`src/rtl/arrayproc_pkg.sv`:
```
// Shared definitions for the array processor host side: sequencer state
// encoding and the register-address width used on the readback port.
package arrayproc_pkg;

    localparam int REG_AW = 10;

    typedef enum logic [2:0] {
        S_IDLE  = 3'd0,
        S_ISSUE = 3'd1,
        S_WAIT  = 3'd2,
        S_RSET  = 3'd3,
        S_RWAIT = 3'd4,
        S_OUT   = 3'd5,
        S_DONE  = 3'd6
    } state_t;

endpackage

```
`src/rtl/array_host_sequencer_prog_ram.sv`:
```
// Program store: DEPTH x LENGTH, one synchronous write port and one
// asynchronous read port. Contents are not affected by reset.
module array_host_sequencer_prog_ram #(
    parameter int DEPTH  = 16,
    parameter int LENGTH = 32
) (
    input  logic                     clk,
    input  logic                     we,
    input  logic [$clog2(DEPTH)-1:0] waddr,
    input  logic [LENGTH-1:0]        wdata,
    input  logic [$clog2(DEPTH)-1:0] raddr,
    output logic [LENGTH-1:0]        rdata
);

    logic [LENGTH-1:0] mem_q [DEPTH];

    // Single write port; gating against busy is done by the caller.
    always_ff @(posedge clk) begin
        if (we) begin
            mem_q[waddr] <= wdata;
        end
    end

    assign rdata = mem_q[raddr];

endmodule

```
`src/rtl/array_host_sequencer.sv`:
```
// Host-side initiator for the array processor: replays a stored program
// (one start pulse per instruction, EXEC_CYCLES apart), then reads one
// register from every PE and streams the results out.
// Result port handshake: res_valid rises with res_pe/res_data stable and
// they stay frozen until a cycle with res_valid && res_ready, which is the
// transfer; res_valid drops on the following cycle.
module array_host_sequencer
    import arrayproc_pkg::*;
#(
    parameter int SIZE        = 5,
    parameter int LENGTH      = 32,
    parameter int DEPTH       = 16,
    parameter int EXEC_CYCLES = 1000,
    parameter int NUM_PE      = 32,
    parameter int READ_LAT    = 2
) (
    input  logic                     clk,
    input  logic                     reset,
    input  logic                     prog_we,
    input  logic [$clog2(DEPTH)-1:0] prog_addr,
    input  logic [LENGTH-1:0]        prog_wdata,
    input  logic [$clog2(DEPTH):0]   prog_len,
    input  logic [REG_AW-1:0]        rd_reg,
    input  logic                     run,
    output logic [LENGTH-1:0]        instruction,
    output logic                     start,
    output logic [SIZE-1:0]          PE_Addr,
    output logic [REG_AW-1:0]        RegAddr,
    input  logic [15:0]              data,
    output logic                     res_valid,
    input  logic                     res_ready,
    output logic [SIZE-1:0]          res_pe,
    output logic [15:0]              res_data,
    output logic                     busy,
    output logic                     done,
    output logic [2:0]               dbg_state
);

    localparam int AW = $clog2(DEPTH);
    localparam int LW = AW + 1;
    localparam int CW = $clog2(EXEC_CYCLES);
    localparam int RW = (READ_LAT > 1) ? $clog2(READ_LAT) : 1;

    state_t            state_q, state_d;
    logic [LW-1:0]     pc_q, pc_d;
    logic [LW-1:0]     len_q, len_d;
    logic [REG_AW-1:0] rd_reg_q, rd_reg_d;
    logic [CW-1:0]     cnt_q, cnt_d;
    logic [RW-1:0]     rcnt_q, rcnt_d;
    logic [SIZE-1:0]   idx_q, idx_d;
    logic [LENGTH-1:0] instr_q, instr_d;
    logic              start_q, start_d;
    logic [SIZE-1:0]   pe_addr_q, pe_addr_d;
    logic [REG_AW-1:0] reg_addr_q, reg_addr_d;
    logic              res_valid_q, res_valid_d;
    logic [SIZE-1:0]   res_pe_q, res_pe_d;
    logic [15:0]       res_data_q, res_data_d;
    logic              done_q, done_d;

    logic              ram_we;
    logic [AW-1:0]     ram_raddr;
    logic [LENGTH-1:0] ram_rdata;
    logic [LW-1:0]     len_in;
    logic [LW-1:0]     pc_next;

    assign busy    = (state_q != S_IDLE);
    assign ram_we  = prog_we && !busy;
    // Only two fetches ever happen: slot 0 on run, slot pc+1 at the end of WAIT.
    assign ram_raddr = (state_q == S_WAIT) ? (pc_q[AW-1:0] + 1'b1) : '0;
    assign len_in    = (prog_len > LW'(DEPTH)) ? LW'(DEPTH) : prog_len;
    assign pc_next   = pc_q + 1'b1;

    array_host_sequencer_prog_ram #(
        .DEPTH  (DEPTH),
        .LENGTH (LENGTH)
    ) u_prog_ram (
        .clk   (clk),
        .we    (ram_we),
        .waddr (prog_addr),
        .wdata (prog_wdata),
        .raddr (ram_raddr),
        .rdata (ram_rdata)
    );

    // Next-state and next-output logic; outputs are loaded on entry to the
    // state they belong to so every port comes straight from a flop.
    always_comb begin
        state_d     = state_q;
        pc_d        = pc_q;
        len_d       = len_q;
        rd_reg_d    = rd_reg_q;
        cnt_d       = cnt_q;
        rcnt_d      = rcnt_q;
        idx_d       = idx_q;
        instr_d     = instr_q;
        start_d     = 1'b0;
        pe_addr_d   = pe_addr_q;
        reg_addr_d  = reg_addr_q;
        res_valid_d = res_valid_q;
        res_pe_d    = res_pe_q;
        res_data_d  = res_data_q;
        done_d      = 1'b0;
        case (state_q)
            S_IDLE: begin
                if (run) begin
                    len_d    = len_in;
                    rd_reg_d = rd_reg;
                    pc_d     = '0;
                    if (len_in == '0) begin
                        state_d    = S_RSET;
                        pe_addr_d  = idx_q;
                        reg_addr_d = rd_reg;
                    end else begin
                        state_d = S_ISSUE;
                        instr_d = ram_rdata;
                        start_d = 1'b1;
                    end
                end
            end
            S_ISSUE: begin
                cnt_d   = CW'(EXEC_CYCLES - 2);
                state_d = S_WAIT;
            end
            S_WAIT: begin
                if (cnt_q == '0) begin
                    pc_d = pc_next;
                    if (pc_next == len_q) begin
                        state_d    = S_RSET;
                        pe_addr_d  = idx_q;
                        reg_addr_d = rd_reg_q;
                    end else begin
                        state_d = S_ISSUE;
                        instr_d = ram_rdata;
                        start_d = 1'b1;
                    end
                end else begin
                    cnt_d = cnt_q - 1'b1;
                end
            end
            S_RSET: begin
                rcnt_d  = RW'(READ_LAT - 1);
                state_d = S_RWAIT;
            end
            S_RWAIT: begin
                if (rcnt_q == '0) begin
                    res_data_d  = data;
                    res_pe_d    = idx_q;
                    res_valid_d = 1'b1;
                    state_d     = S_OUT;
                end else begin
                    rcnt_d = rcnt_q - 1'b1;
                end
            end
            S_OUT: begin
                if (res_ready) begin
                    res_valid_d = 1'b0;
                    if (idx_q == SIZE'(NUM_PE - 1)) begin
                        state_d = S_DONE;
                        done_d  = 1'b1;
                        idx_d   = '0;
                        pc_d    = '0;
                    end else begin
                        idx_d     = idx_q + 1'b1;
                        pe_addr_d = idx_q + 1'b1;
                        state_d   = S_RSET;
                    end
                end
            end
            S_DONE: begin
                state_d = S_IDLE;
            end
            default: begin
                state_d = S_IDLE;
            end
        endcase
    end

    // State and output registers; async reset clears start/res_valid at once.
    always_ff @(posedge clk or negedge reset) begin
        if (!reset) begin
            state_q     <= S_IDLE;
            pc_q        <= '0;
            len_q       <= '0;
            rd_reg_q    <= '0;
            cnt_q       <= '0;
            rcnt_q      <= '0;
            idx_q       <= '0;
            instr_q     <= '0;
            start_q     <= 1'b0;
            pe_addr_q   <= '0;
            reg_addr_q  <= '0;
            res_valid_q <= 1'b0;
            res_pe_q    <= '0;
            res_data_q  <= '0;
            done_q      <= 1'b0;
        end else begin
            state_q     <= state_d;
            pc_q        <= pc_d;
            len_q       <= len_d;
            rd_reg_q    <= rd_reg_d;
            cnt_q       <= cnt_d;
            rcnt_q      <= rcnt_d;
            idx_q       <= idx_d;
            instr_q     <= instr_d;
            start_q     <= start_d;
            pe_addr_q   <= pe_addr_d;
            reg_addr_q  <= reg_addr_d;
            res_valid_q <= res_valid_d;
            res_pe_q    <= res_pe_d;
            res_data_q  <= res_data_d;
            done_q      <= done_d;
        end
    end

    assign instruction = instr_q;
    assign start       = start_q;
    assign PE_Addr     = pe_addr_q;
    assign RegAddr     = reg_addr_q;
    assign res_valid   = res_valid_q;
    assign res_pe      = res_pe_q;
    assign res_data    = res_data_q;
    assign done        = done_q;
    assign dbg_state   = state_q;

endmodule

```
`config.mk`:
```
export PLATFORM = sky130hd
export DESIGN_NAME = array_host_sequencer
export DESIGN_NICKNAME = d
export VERILOG_FILES = /design/src/rtl/arrayproc_pkg.sv /design/src/rtl/array_host_sequencer_prog_ram.sv /design/src/rtl/array_host_sequencer.sv
export SDC_FILE = /design/constraint.sdc
export NUM_CORES = 1
export LEC_CHECK = 0
export CAP_MARGIN = 20
export CORE_MARGIN = 1
export CORE_UTILIZATION = 45
export CTS_BUF_LIST = sky130_fd_sc_hd__clkbuf_16
export DETAILED_ROUTE_END_ITERATION = 10
export PLACE_DENSITY_LB_ADDON = 0.3
export SETUP_SLACK_MARGIN = 0.15
export SYNTH_ARGS = -nofsm -noshare
export SYNTH_HDL_FRONTEND = slang
export SYNTH_SLANG_ARGS = --single-unit
```
`constraint.sdc`:
```
create_clock -name clk -period 4.9 [get_ports clk]
set_clock_uncertainty 0.15 [all_clocks]
set_input_delay 0.98 -clock clk [delete_from_list [all_inputs] [get_ports clk]]
set_output_delay 0.98 -clock clk [all_outputs]
set_load 0.1 [all_outputs]
```
## Yosys cells after proc, flatten, opt, wreduce, memory -nomap -nowiden

Memory sizes are Yosys's and may differ from the RTL's.
Index checks and enable logic that the tools add are counted.

- Memories kept: 1
- Register bits: 110
- Memory bits (writable): 512
- Output and inout bits: 75
- Input bits: 72

- $lt $le $gt $ge: 1
- Reductions and logical operators: 21
- Multiplexer cells: 50
- Equal/unequal tests: 18
- $add $sub $neg: 5
- Bitwise logic cells: 1

Memory list:

| name | words | width | read ports | clocked after Yosys merged registers in | wr ports | RTL line | text |
|---|---|---|---|---|---|---|---|
| u_prog_ram.mem_q | 16 | 32 | 1 | 0 | 1 | array_host_sequencer_prog_ram.sv:15 | `logic [LENGTH-1:0] mem_q [DEPTH];` |

Operators by type and width:

| cell | number |
|---|---|
| 32-bit two-way mux | 4 |
| 32-bit one-hot mux with 2 select lines | 1 |
| 5-bit two-way mux | 12 |
| 10-bit two-way mux | 5 |
| 10-bit one-hot mux with 2 select lines | 2 |
| 5-bit one-hot mux with 3 select lines | 2 |
| 2-bit inequality test, second input constant | 9 |
| 3-bit one-hot mux with 6 select lines | 1 |
| 3-bit two-way mux | 5 |
| 5-bit AND reduction | 3 |
| 1-bit two-way mux | 12 |
| 5-bit by 1-bit adder with 5-bit output, second input constant | 2 |
| 10-bit logical NOT | 1 |
| 10-bit by 1-bit subtractor with 10-bit output, second input constant | 1 |
| 2-bit AND reduction | 4 |
| 2-bit nonzero test | 4 |
| 7-bit AND reduction | 1 |
| 3-bit by 2-bit equality test with 1-bit output, second input constant | 2 |
| 3-bit equality test, second input constant | 2 |
| 1-bit one-hot mux with 2 select lines | 3 |
| 3-bit nonzero test | 2 |
| 5-bit equality test | 1 |
| 5-bit equality test, second input constant | 1 |
| 5-bit greater-than comparator, second input constant | 1 |
| 13 further kinds | 15 |

## Logic depth before layout (Yosys ltp)

- Depth in word-level cells: 6
- Gate-level depth with buffers: 10

## Hierarchy

A second synthesis with hierarchy kept.

- Cell total of the unflattened synthesis: 1227
- Area, all modules: 24103.1 µm²

Modules (own cells, without submodules):

| module | cells each | instances | sequential area each (µm²) | area an instance (µm²) |
|---|---|---|---|---|
| array_host_sequencer_prog_ram | 806 | 1 | 15374.7 | 19194.7 |
| array_host_sequencer | 421 | 1 | 2752.6 | 4908.5 |

## Worst setup path after synthesis

OpenSTA, ideal clock, no wires.

- Path kind: register to register
- Start point: register state_q[1] (netlist: dbg_state[1])
- End point: memory u_prog_ram.mem_q[0][0] (enable)
- Slack: 0.324 ns
- Library setup time: 0.461 ns
- Clock period less this slack: 4.576 ns
- Cell stages (with the launch flop): 5
- Buffers on the path: 0
- Data arrival time: 3.965 ns
- Cells stage by stage: dfrtp_1 -> nor3_1 -> nand2_1 -> or3_1 -> nor3_1

- Word-level cells in the longest chain between the ends: 5

RTL lines:

| element | RTL line | text |
|---|---|---|
| start, declared | array_host_sequencer.sv:44 | `state_t state_q, state_d;` |
| start signal, assigned | array_host_sequencer.sv:197 | `state_q <= state_d;` |
| 3-bit nonzero test | array_host_sequencer.sv:66 | `assign busy = (state_q != S_IDLE);` |
| 1-bit logical NOT | array_host_sequencer.sv:67 | `assign ram_we = prog_we && !busy;` |
| 1-bit logical AND | array_host_sequencer.sv:67 |  |
| 1-bit two-way mux | array_host_sequencer_prog_ram.sv:19 | `if (we) begin` |
| 1-bit two-way mux (not written as such) | array_host_sequencer_prog_ram.sv:20 | `mem_q[waddr] <= wdata;` |
| end, declared | array_host_sequencer_prog_ram.sv:15 |  |

Every way passes these cells.

## Worst setup path in the final report

- Start point: register state_q[0] (netlist: dbg_state[0])
- End point: output port dbg_state[0]

RTL lines:

| element | RTL line | text |
|---|---|---|
| end, declared | array_host_sequencer.sv:36 | `output logic [2:0] dbg_state` |

No word-level cell between the ends.

==> qor.yml <==
finish:
  syn_to_final_growth_pct: 18.1
  antenna_cells: 0
  final_cell_area_um2: 29000
  multi_input_area_um2: 6060
  n_fill_cell: 4323
  final_cell_mix: "edfxtp_1 (512), nand2_1 (312), nand3_1 (172)"
  drive_above_1_share: 0.127
  finalNetCount: 1994
  final_common_cell: "edfxtp_1"
  regArea_um2: 18100
setup_path:
  crit_cells: 1
  worstRegToRegCells: 6
  path_class: "reg -> out"
  crit_arrival_ps: 2790
  cp_slowest_cell: "clkdlybuf4s50_1"
  cp-end-kind: "output pin"
  crit_chain: "clkdlybuf4s50_1"
  critPathLaunchType: "flop"
  critPathMaxFanout: 22
  required_ps: 3770
  cpLargestDelayFamily: "buffers and inverters"
  max_stage_delay_ps: 1300
  crit_buf_inv: 1
placed_design:
  place_ws_ps: 1050
  gp_congestion: 0.838
  postPlaceCellArea_um2: 26900
  io_buffers: 146
  dpl.hpwl_mm: 35.1
power:
  p_leak_uw: 0.0100
  pwr-share-clk: 0.286
  p_int_uw: 10300
  p_seq_frac: 0.400
  switching_share: 0.372
  switchingPower_uw: 6110
  ir_worst_vdd_mv: 0.395
  power_density_nw_per_um2: 566
  total_power_uw: 16400
  power_frac_comb: 0.314
cts:
  cts_max_level: 2
  cts-root-buf: "clkbuf_16"
  clock_latency_ps: 640
  ctsResizeCount: 0
  cts_made_buffers: 60
  cts_buffer_depth: 3
  clkSinkCount: 622
  clkTransAtPathRegs_ps: 60
  cts_tree: "built"
  cts_setup_buffers: 0
  ctsHoldBuffers: 0
yosys:
  ys_seq_area_frac: 0.738
  synthFlopType: "edfxtp_1"
  yosys_warnings: 0
  synth_cells: 1781
  ys_ff_latch: 622
  avgSynthCellArea_um2: 13.8
  syn-cell-area_um2: 24500
  synth_edf_count: 512
  ys_types: 56
  synthesis.nets: 1858
  async_reset_ff_frac: 0.177
timing:
  slew_violations: 0
  setup_ws_ps: 980
  worst_pin_slew_ps: 1040
  slew-limit-headroom: 0.305
  timing.final.crit_period_ps: 3920
  rsz0062_at_grt: "false"
  period_share: 0.800
  max_freq_mhz: 255
  hold_viol: 0
  fin_setup_tns_ps: 0
  setup_viol: 0
global_routing:
  grt_max_degree: 121
  grt_pass1_vias: 15269
  track_usage: 0.218
  antenna_found_initial: 1
  overflow: 0
  grt_pass1_wl_mm: 92.1
run:
  drv_cap: 0
route:
  routedWlPerCell_um: 22.7
  vias_per_cell: 5.82
  vias: 15521
  drtIter0Drc: 1769
  drt_wl_total_mm: 60.5
  ant_nets: 0
  first_pass_iters: 5
  drc: 0
floorplanning:
  rows: 85
  die_area_um2: 55500
  core-area_um2: 53800
  io_pins: 147
  die_y_um: 236
  start_util: 0.456
  die_x_um: 236
worst_hold_path:
  hp-class: "in -> async"
outcome:
  status: "finished, final reports clean"
[final timing paths]
check,startpoint,endpoint,slack [ps]
min,reset,PE_Addr[3],140
max reg2reg,dbg_state[0],instruction[0],1300
max,dbg_state[0],dbg_state[0],980
min reg2reg,res_data[14],res_data[14],350
min in group clk,res_data[14],res_data[14],350
max in group asynchronous,reset,instruction[23],3390
[per-layer routing]
metal,wire [um],GRT usage
met5,9,0
met4,1630,0.0731
met3,4930,0.0396
met2,28100,0.341
met1,25900,0.309
[power by group through the flow]
stage,Sequential [uW],Clock [uW],Combinational [uW]
after floorplan,8320,0,2060
after global placement,6660,0,5060
after detailed placement,6670,0,5150
after CTS,6570,4770,5170
after global routing,6610,4960,5450
final,6560,4690,5160
[cells in the mapped netlist, types with 3 or more instances]
cell	count	share of area
o41ai_2	29	0.019
mux2_2	52	0.024
edfxtp_1	512	0.63
xnor2_1	9	0.0032
ha_1	5	0.0025
nand2b_1	10	0.0025
o22ai_1	129	0.033
xor2_1	7	0.0025
mux2i_1	3	0.0012
o21ai_0	23	0.0047
clkbuf_1	101	0.015
nor2b_1	3	0.00076
inv_1	8	0.0012
nor2_1	91	0.014
buf_6	4	0.0018
buf_1	11	0.0017
a22oi_1	31	0.0095
or3_1	3	0.00076
nand3_1	172	0.035
and2_1	3	0.00076
nand2_1	313	0.048
dfrtp_1	110	0.11
a31oi_1	33	0.0084
nor3_1	42	0.0086
a21oi_1	33	0.0067
nand4_1	4	0.0010
[logic make-up (layout without fill, tap and decap cells)]
| logic type | after synthesis | in the layout | synth area share |
|---|---|---|---|
| AOI/OAI and AO/OA | 293 | 293 | 0.0873 |
| xor gates and xnor gates | 18 | 18 | 0.00759 |
| adders and majority gates | 5 | 5 | 0.00255 |
| buffers and inverters | 126 | 314 | 0.0206 |
| DFF | 622 | 622 | 0.738 |
| muxes | 55 | 55 | 0.0251 |
| and+or+nand+nor | 662 | 662 | 0.118 |
[stage by stage]
step	utilization	hold WS, ps	std cells
after CTS	0.538	128	2664
after global placement	0.500	336	2549
after detailed placement	0.501	342	2550
after floorplan	-	311	1781
final	0.539	138	2665
after global routing	0.539	151	2665
[registers in the layout (all words and copies together) (netlist names), 5 cells and up]
signal and count:
instruction 32, len_q 5, idx_q 5, res_pe 5, pc_q 5, PE_Addr 5, u_prog_ram.mem_q 512, cnt_q 10
res_data 16, rd_reg_q 10, RegAddr 10
[layout make-up]
| class | instances | area share |
|---|---|---|
| Clock buffer | 60 | 0.0518 |
| Tap cell | 696 | 0.0300 |
| Clock inverter | 54 | 0.0179 |
| Sequential cell | 622 | 0.625 |
| Multi-Input combinational cell | 1033 | 0.209 |
| Timing Repair Buffer | 192 | 0.0647 |
| Inverter | 8 | 0.00104 |
Note: power is estimated with default switching activity, not from simulation.
